<file path="config.mk">
export PLATFORM = sky130hd
export DESIGN_NAME = memory_arbiter
export DESIGN_NICKNAME = d
export VERILOG_FILES = /design/src/rtl/memory_arbiter.sv
export SDC_FILE = /design/constraint.sdc
export NUM_CORES = 1
export LEC_CHECK = 0
export ABC_CLOCK_PERIOD_IN_PS = 1300
export CORE_ASPECT_RATIO = 1.2
export CORE_UTILIZATION = 34
export CTS_CLUSTER_DIAMETER = 30
export DETAILED_ROUTE_END_ITERATION = 8
export DONT_BUFFER_PORTS = 1
export PLACE_DENSITY_LB_ADDON = 0.1
export RECOVER_POWER = 25
export REMOVE_ABC_BUFFERS = 1
export SLEW_MARGIN = 25
export SYNTH_ARGS = -nofsm -noshare
export SYNTH_HDL_FRONTEND = slang
export SYNTH_SLANG_ARGS = --single-unit
</file>
<file path="constraint.sdc">
create_clock -name i_clk -period 1.3 [get_ports i_clk]
set_input_delay 0.26 -clock i_clk [delete_from_list [all_inputs] [get_ports i_clk]]
set_output_delay 0.26 -clock i_clk [all_outputs]
set_load 0.01 [all_outputs]
</file>
<file path="src/rtl/memory_arbiter.sv">
`timescale 1ns/1ps
`default_nettype none
//==============================================================================
// Module   : memory_arbiter
// Purpose  : Fixed-priority, pipelined arbiter that places NUM_CH requesters
//            onto one synchronous memory port. Channel 0 has the highest
//            priority. Read data returns through a fixed-latency pipeline and
//            is steered back to the channel that issued the read.
// Options  : MEMORY_ARBITER_STARVATION_GUARD_EN - when defined, each channel
//            has a saturating wait counter. A channel at MAX_WAIT is urgent
//            and is served ahead of normal priority.
// Revision : 1.0 - initial release
//==============================================================================
module memory_arbiter #(
   parameter int NUM_CH      = 3,
   parameter int ADDR_W      = 16,
   parameter int DATA_W      = 8,
   parameter int MEM_LATENCY = 1,
   parameter int MAX_WAIT    = 8
) (
   input  logic                     i_clk,
   input  logic                     i_reset_n,
   input  logic [NUM_CH-1:0]        i_req,
   input  logic [NUM_CH-1:0]        i_we,
   input  logic [NUM_CH*ADDR_W-1:0] i_addr,
   input  logic [NUM_CH*DATA_W-1:0] i_wdata,
   output logic [NUM_CH-1:0]        o_ack,
   output logic [NUM_CH-1:0]        o_rvalid,
   output logic [DATA_W-1:0]        o_rdata,
   output logic                     o_mem_en,
   output logic                     o_mem_we,
   output logic [ADDR_W-1:0]        o_mem_addr,
   output logic [DATA_W-1:0]        o_mem_wdata,
   input  logic [DATA_W-1:0]        i_mem_rdata
);

   localparam int c_ID_W  = (NUM_CH > 1) ? $clog2(NUM_CH) : 1;
   localparam int c_DEPTH = MEM_LATENCY + 1;

   // Reject configurations outside the supported ranges at elaboration.
   if ((NUM_CH < 2) || (NUM_CH > 8) || (MEM_LATENCY < 1) || (MEM_LATENCY > 4) ||
       (MAX_WAIT < 1)) begin : g_cfg_check
      $error("memory_arbiter: unsupported parameter combination");
   end

   logic [NUM_CH-1:0] r_ack;
   logic              r_mem_en;
   logic              r_mem_we;
   logic [ADDR_W-1:0] r_mem_addr;
   logic [DATA_W-1:0] r_mem_wdata;
   logic [NUM_CH-1:0] r_rvalid;
   logic [DATA_W-1:0] r_rdata;

   logic [c_DEPTH-1:0] r_pipe_v;
   logic [c_ID_W-1:0]  r_pipe_id [c_DEPTH];

   logic [NUM_CH-1:0] w_elig;
   logic [NUM_CH-1:0] w_cand;
   logic [NUM_CH-1:0] w_grant;
   logic              w_any;
   logic [c_ID_W-1:0] w_win_id;
   logic              w_sel_we;
   logic [ADDR_W-1:0] w_sel_addr;
   logic [DATA_W-1:0] w_sel_wdata;

   // A channel acked this cycle is masked so a held request is not issued twice.
   assign w_elig = i_req & ~r_ack;
   assign w_any  = |w_elig;

`ifdef MEMORY_ARBITER_STARVATION_GUARD_EN
   localparam int c_WAIT_W = $clog2(MAX_WAIT + 1);

   logic [NUM_CH-1:0] w_urgent;

   for (genvar g = 0; g < NUM_CH; g++) begin : g_wait
      logic [c_WAIT_W-1:0] r_wait;

      assign w_urgent[g] = w_elig[g] && (r_wait == c_WAIT_W'(MAX_WAIT));

      // Count cycles a requesting channel is passed over; saturate at MAX_WAIT.
      always_ff @(posedge i_clk or negedge i_reset_n) begin
         if (!i_reset_n) begin
            r_wait <= '0;
         end else if (!i_req[g] || r_ack[g] || w_grant[g]) begin
            r_wait <= '0;
         end else if (r_wait != c_WAIT_W'(MAX_WAIT)) begin
            r_wait <= r_wait + c_WAIT_W'(1);
         end
      end
   end

   // Urgent channels, when any are eligible, pre-empt normal priority.
   assign w_cand = (|w_urgent) ? w_urgent : w_elig;
`else
   assign w_cand = w_elig;
`endif

   // Pick the lowest-index candidate and mux its request fields.
   always_comb begin
      w_grant     = '0;
      w_win_id    = '0;
      w_sel_we    = 1'b0;
      w_sel_addr  = '0;
      w_sel_wdata = '0;
      for (int c = NUM_CH - 1; c >= 0; c--) begin
         if (w_cand[c]) begin
            w_grant     = '0;
            w_grant[c]  = 1'b1;
            w_win_id    = c_ID_W'(c);
            w_sel_we    = i_we[c];
            w_sel_addr  = i_addr[c*ADDR_W +: ADDR_W];
            w_sel_wdata = i_wdata[c*DATA_W +: DATA_W];
         end
      end
   end

   // Issue stage: register the winner onto the memory port; address/data hold when idle.
   always_ff @(posedge i_clk or negedge i_reset_n) begin
      if (!i_reset_n) begin
         r_ack       <= '0;
         r_mem_en    <= 1'b0;
         r_mem_we    <= 1'b0;
         r_mem_addr  <= '0;
         r_mem_wdata <= '0;
      end else begin
         r_ack    <= w_grant;
         r_mem_en <= w_any;
         r_mem_we <= w_any & w_sel_we;
         if (w_any) begin
            r_mem_addr  <= w_sel_addr;
            r_mem_wdata <= w_sel_wdata;
         end
      end
   end

   // Return pipeline: stage 0 aligns with the issue cycle; writes enter as invalid.
   always_ff @(posedge i_clk or negedge i_reset_n) begin
      if (!i_reset_n) begin
         r_pipe_v <= '0;
         for (int i = 0; i < c_DEPTH; i++) begin
            r_pipe_id[i] <= '0;
         end
      end else begin
         r_pipe_v     <= {r_pipe_v[c_DEPTH-2:0], w_any & ~w_sel_we};
         r_pipe_id[0] <= w_win_id;
         for (int i = 1; i < c_DEPTH; i++) begin
            r_pipe_id[i] <= r_pipe_id[i-1];
         end
      end
   end

   // Capture memory data as a read leaves the pipeline and pulse its channel.
   always_ff @(posedge i_clk or negedge i_reset_n) begin
      if (!i_reset_n) begin
         r_rvalid <= '0;
         r_rdata  <= '0;
      end else begin
         for (int c = 0; c < NUM_CH; c++) begin
            r_rvalid[c] <= r_pipe_v[c_DEPTH-1] && (r_pipe_id[c_DEPTH-1] == c_ID_W'(c));
         end
         if (r_pipe_v[c_DEPTH-1]) begin
            r_rdata <= i_mem_rdata;
         end
      end
   end

   assign o_ack       = r_ack;
   assign o_mem_en    = r_mem_en;
   assign o_mem_we    = r_mem_we;
   assign o_mem_addr  = r_mem_addr;
   assign o_mem_wdata = r_mem_wdata;
   assign o_rvalid    = r_rvalid;
   assign o_rdata     = r_rdata;

endmodule
`default_nettype wire

</file>
==> impl_metrics.py, run 1 <==
metrics = {
    "critical_path": {
        "timing.critical_path.cells": "buf_6 -> nor2b_4 -> buf_6 -> clkbuf_16 -> mux2i_4 -> a221oi_2",
        "path_delay_family": "buffers and inverters",
        "worst_ep_required_time_ns": 1.48,
        "setup.reg_to_reg.worst_slack_ns": -0.16,
        "crit_path_top_delay_cell": "sky130_fd_sc_hd__dfrtp_1",
        "critPathKind": "reg2reg",
        "worstPathBufferInverterCount": 3,
        "setup.worst_path.end_class": "flip-flop",
        "worst_r2r_startpoint": "r_pipe_id[2]",
        "cp-start-kind": "flip-flop",
        "crit_path_frequent_cell": "sky130_fd_sc_hd__buf_6",
        "largest_incremental_delay_on_the_critical_path_ns": 0.40,
        "r2r.worst_path.cells": 6,
        "critical_path.reg2reg.endpoint": "o_mem_addr[14]",
        "cp_data_arrival_time_ns": 1.64,
        "crit_path_max_fanout": 5,
    },
    "timing": {
        "post-route-worst-setup-slack_ns": -0.161,
        "finalHoldViolations": 44,
        "min_period_ns": 1.46,
        "grt_setup_unrepaired": "true",
        "timing.clock.skew_ns": 0.00657,
        "timing.final.setup_violations": 28,
        "fin_worst_hold_slack_ns": -0.350,
        "final-max-slew-violation-count": 0,
        "layout_worst_path_cycle_share_pct": 112,
        "max_freq_ghz": 0.684,
        "max_slew_margin_pct": 75.6,
        "worstMarginPinSlew_ns": 0.365,
    },
    "finish": {
        "antennaDiodeCount": 0,
        "layout-drive-gt1-share_pct": 45.3,
        "layout.nets": 290,
        "syn2layout_area_growth_pct": 28.5,
        "final-instance-count-excl-fill": 285,
        "fillCellCount": 588,
    },
    "synthesis": {
        "netlist_instances": 182,
        "synthesis.area_um2": 2200,
        "netlist.top_cell.by_area": "sky130_fd_sc_hd__dfrtp_1",
        "synth_async_sr_flop_share_pct": 100,
        "synth-edff-count": 0,
        "synth.mux.area_fraction_pct": 15.0,
        "synth_compound_gate_area_share_pct": 16.4,
        "netlist_top_cells_area": "sky130_fd_sc_hd__dfrtp_1 50%, sky130_fd_sc_hd__a221oi_2 13%, sky130_fd_sc_hd__mux2i_1 11%",
        "most_used_flip_flop_cell_after_synthesis": "sky130_fd_sc_hd__dfrtp_1",
        "most_frequent_cell_after_synthesis": "sky130_fd_sc_hd__dfrtp_1",
        "yosys.area_share.adder_pct": 0,
        "netlist_top_cells_count": "44 x sky130_fd_sc_hd__dfrtp_1, 26 x sky130_fd_sc_hd__nor2_1, 25 x sky130_fd_sc_hd__inv_1, 24 x sky130_fd_sc_hd__mux2i_1, 19 x sky130_fd_sc_hd__a221oi_2",
        "yosys.cell_types.count": 25,
        "synth_top_area_share_pct": 50.0,
        "largest_family_of_logic_cells_by_synthesized_area": "compound AO/OA/AOI/OAI gates",
        "synth_simple_gate_area_share_pct": 8.58,
        "ys_seq_area_share_pct": 50.0,
        "ys_seq_elements": 44,
        "synth-warning-count": 0,
        "syn-mean-instance-area_um2": 12.1,
        "synthXorXnorAreaFrac_pct": 0,
    },
    "route": {
        "drtPass1Iterations": 4,
        "route.vias.total": 1515,
        "vias_per_cell": 5.32,
        "drc": 0,
        "postRouteWirelength_um": 5640,
        "antenna_violating_nets_post_route": 0,
        "drt_iter0_markers": 52,
        "routed_wl_per_cell_um": 19.8,
    },
    "min_path": {
        "worstHoldPathType": "in2async",
    },
    "power": {
        "irDropWorstVdd_mv": 0.611,
        "cellPowerDensity_nw_per_um2": 1280,
        "fin_total_pwr_mw": 3.61,
        "leakagePower_nw": 1.23,
    },
    "clocking": {
        "max-clock-path-buffers": 2,
        "tritoncts_clock_tree": "done",
        "cts.sinks": 44,
        "path_clk_slew_ns": 0.08,
        "cts_htree_levels": 2,
        "insertion_delay_ns": 0.29,
        "cts_bufs_inserted": 5,
        "root_buffer": "sky130_fd_sc_hd__clkbuf_8",
    },
    "floorplan": {
        "floorplan.die.height_um": 90.2,
        "rows": 31,
        "boundaryPins": 128,
        "die_area_um2": 6800,
        "fp.dieW_um": 75.5,
        "fp.coreArea_um2": 6130,
        "floorplan.initialDensity_pct": 35.9,
    },
    "global_route": {
        "grt_max_degree": 45,
        "groute.usage.overall_pct": 16.8,
        "first_global_vias": 1692,
        "globalRoute.totalOverflow": 0,
        "grt_first_pass_wirelength_um": 8400,
        "antenna_found_initial": 0,
    },
    "placed_design": {
        "dpl.hpwl_um": 3600,
        "place.port_buffers": 0,
        "placed_cells_incl_taps": 264,
        "gpl.final_weighted_congestion": 0.820,
    },
    "outcome": {
        "status": "complete, but fails checks",
        "violations_in_the_final_reports": "negative hold slack, negative setup slack",
    },
    "flow_run": {
        "max_cap_viol_count": 0,
    },
}
## metal layers
layer,vias up,global-route usage [%],share of wire (%)
li1,676,-,-
met4,0,5.71,1.5
met5,-,0,0
met3,9,6.39,9.4
met2,97,29.2,55
met1,733,17.9,34
## kinds of logic (layout without fill, tap and decap cells)
group	Yosys count	count (layout)
AO/OA/AOI/OAI	29	30
AND/OR/NAND/NOR	38	38
multiplexers	32	32
buffers and inverters	39	59
flip-flops	44	44
## worst max path at each step
stage | startpoint | endpoint | cells past startpoint
CTS | r_pipe_id[2] | o_mem_wdata[1] | 6
floorplan | o_ack[0] | o_mem_addr[0] | 4
global route | r_pipe_id[2] | o_mem_addr[13] | 6
detailed placement | r_pipe_id[2] | o_mem_wdata[5] | 3
finish | r_pipe_id[2] | o_mem_addr[14] | 6
global placement | r_pipe_id[2] | o_mem_wdata[4] | 3
## cell type report
cell class                      instances  area (µm²)  share of cell area, %
Multi-Input combinational cell        100        1120                   39.7
Sequential cell                        44        1100                   38.9
Timing Repair Buffer                   25         295                   10.4
Tap cell                               82         103                   3.63
Inverter                               26         100                   3.54
Clock buffer                            6        72.6                   2.56
Clock inverter                          2        35.0                   1.24
## layout by cell type, fill, tap and decap left out, types with 4 or more instances in the layout
master	n
sky130_fd_sc_hd__a221oi_2	22
sky130_fd_sc_hd__buf_12	4
sky130_fd_sc_hd__buf_4	13
sky130_fd_sc_hd__buf_6	6
sky130_fd_sc_hd__clkbuf_8	5
sky130_fd_sc_hd__dfrtp_1	44
sky130_fd_sc_hd__inv_1	25
sky130_fd_sc_hd__mux2_2	8
sky130_fd_sc_hd__mux2i_1	5
sky130_fd_sc_hd__mux2i_2	11
sky130_fd_sc_hd__mux2i_4	8
sky130_fd_sc_hd__nor2_1	26
## state kept, by name, indices dropped and copies added, names as in the netlist
| name | count |
|---|---|
| r_pipe_v | 2 |
| o_mem_wdata | 8 |
| r_pipe_id | 3 |
| o_mem_addr | 16 |
| o_rvalid | 3 |
| o_ack | 2 |
| o_rdata | 8 |
| o_mem_en | 1 |
| o_mem_we | 1 |
## timing repair
item / 4_1_cts / 5_1_grt
hold endpoints to repair: 44 / 44
endpoints found under the setup margin: 24 / 27
pin swaps: 10 / 16
resized for setup: 34 / 15
setup buffers: 11 / 0
gates cloned: 2 / 2
## through the flow
step	setup TNS, ns	instance area [µm²]	hold slack [ns]	setup WS (ns)	utilization, %
2_1_floorplan	-27.46	2080	-0.0356	-1.09	-
3_3_place_gp	-8.11	2330	-0.0346	-0.403	38.1
3_5_place_dp	-9.79	2330	-0.0348	-0.505	38.1
4_1_cts	-2.66	2720	-0.362	-0.123	44.4
5_1_grt	-5.26	2830	-0.373	-0.215	46.2
6_report	-3.46	2830	-0.350	-0.161	46.2
## where the power goes
group,switching [mW],internal (mW)
Sequential,0.220,1.56
Clock,0.458,0.571
Combinational,0.369,0.439
Total,1.05,2.57
No activity file was read; power rests on OpenSTA's default activity.
==> run 2, diff against run 1 <==
- ABC_AREA: unset -> 0
==> results of run 2 <==
The final DEF is identical to that of run 1; final timing and power are the same.
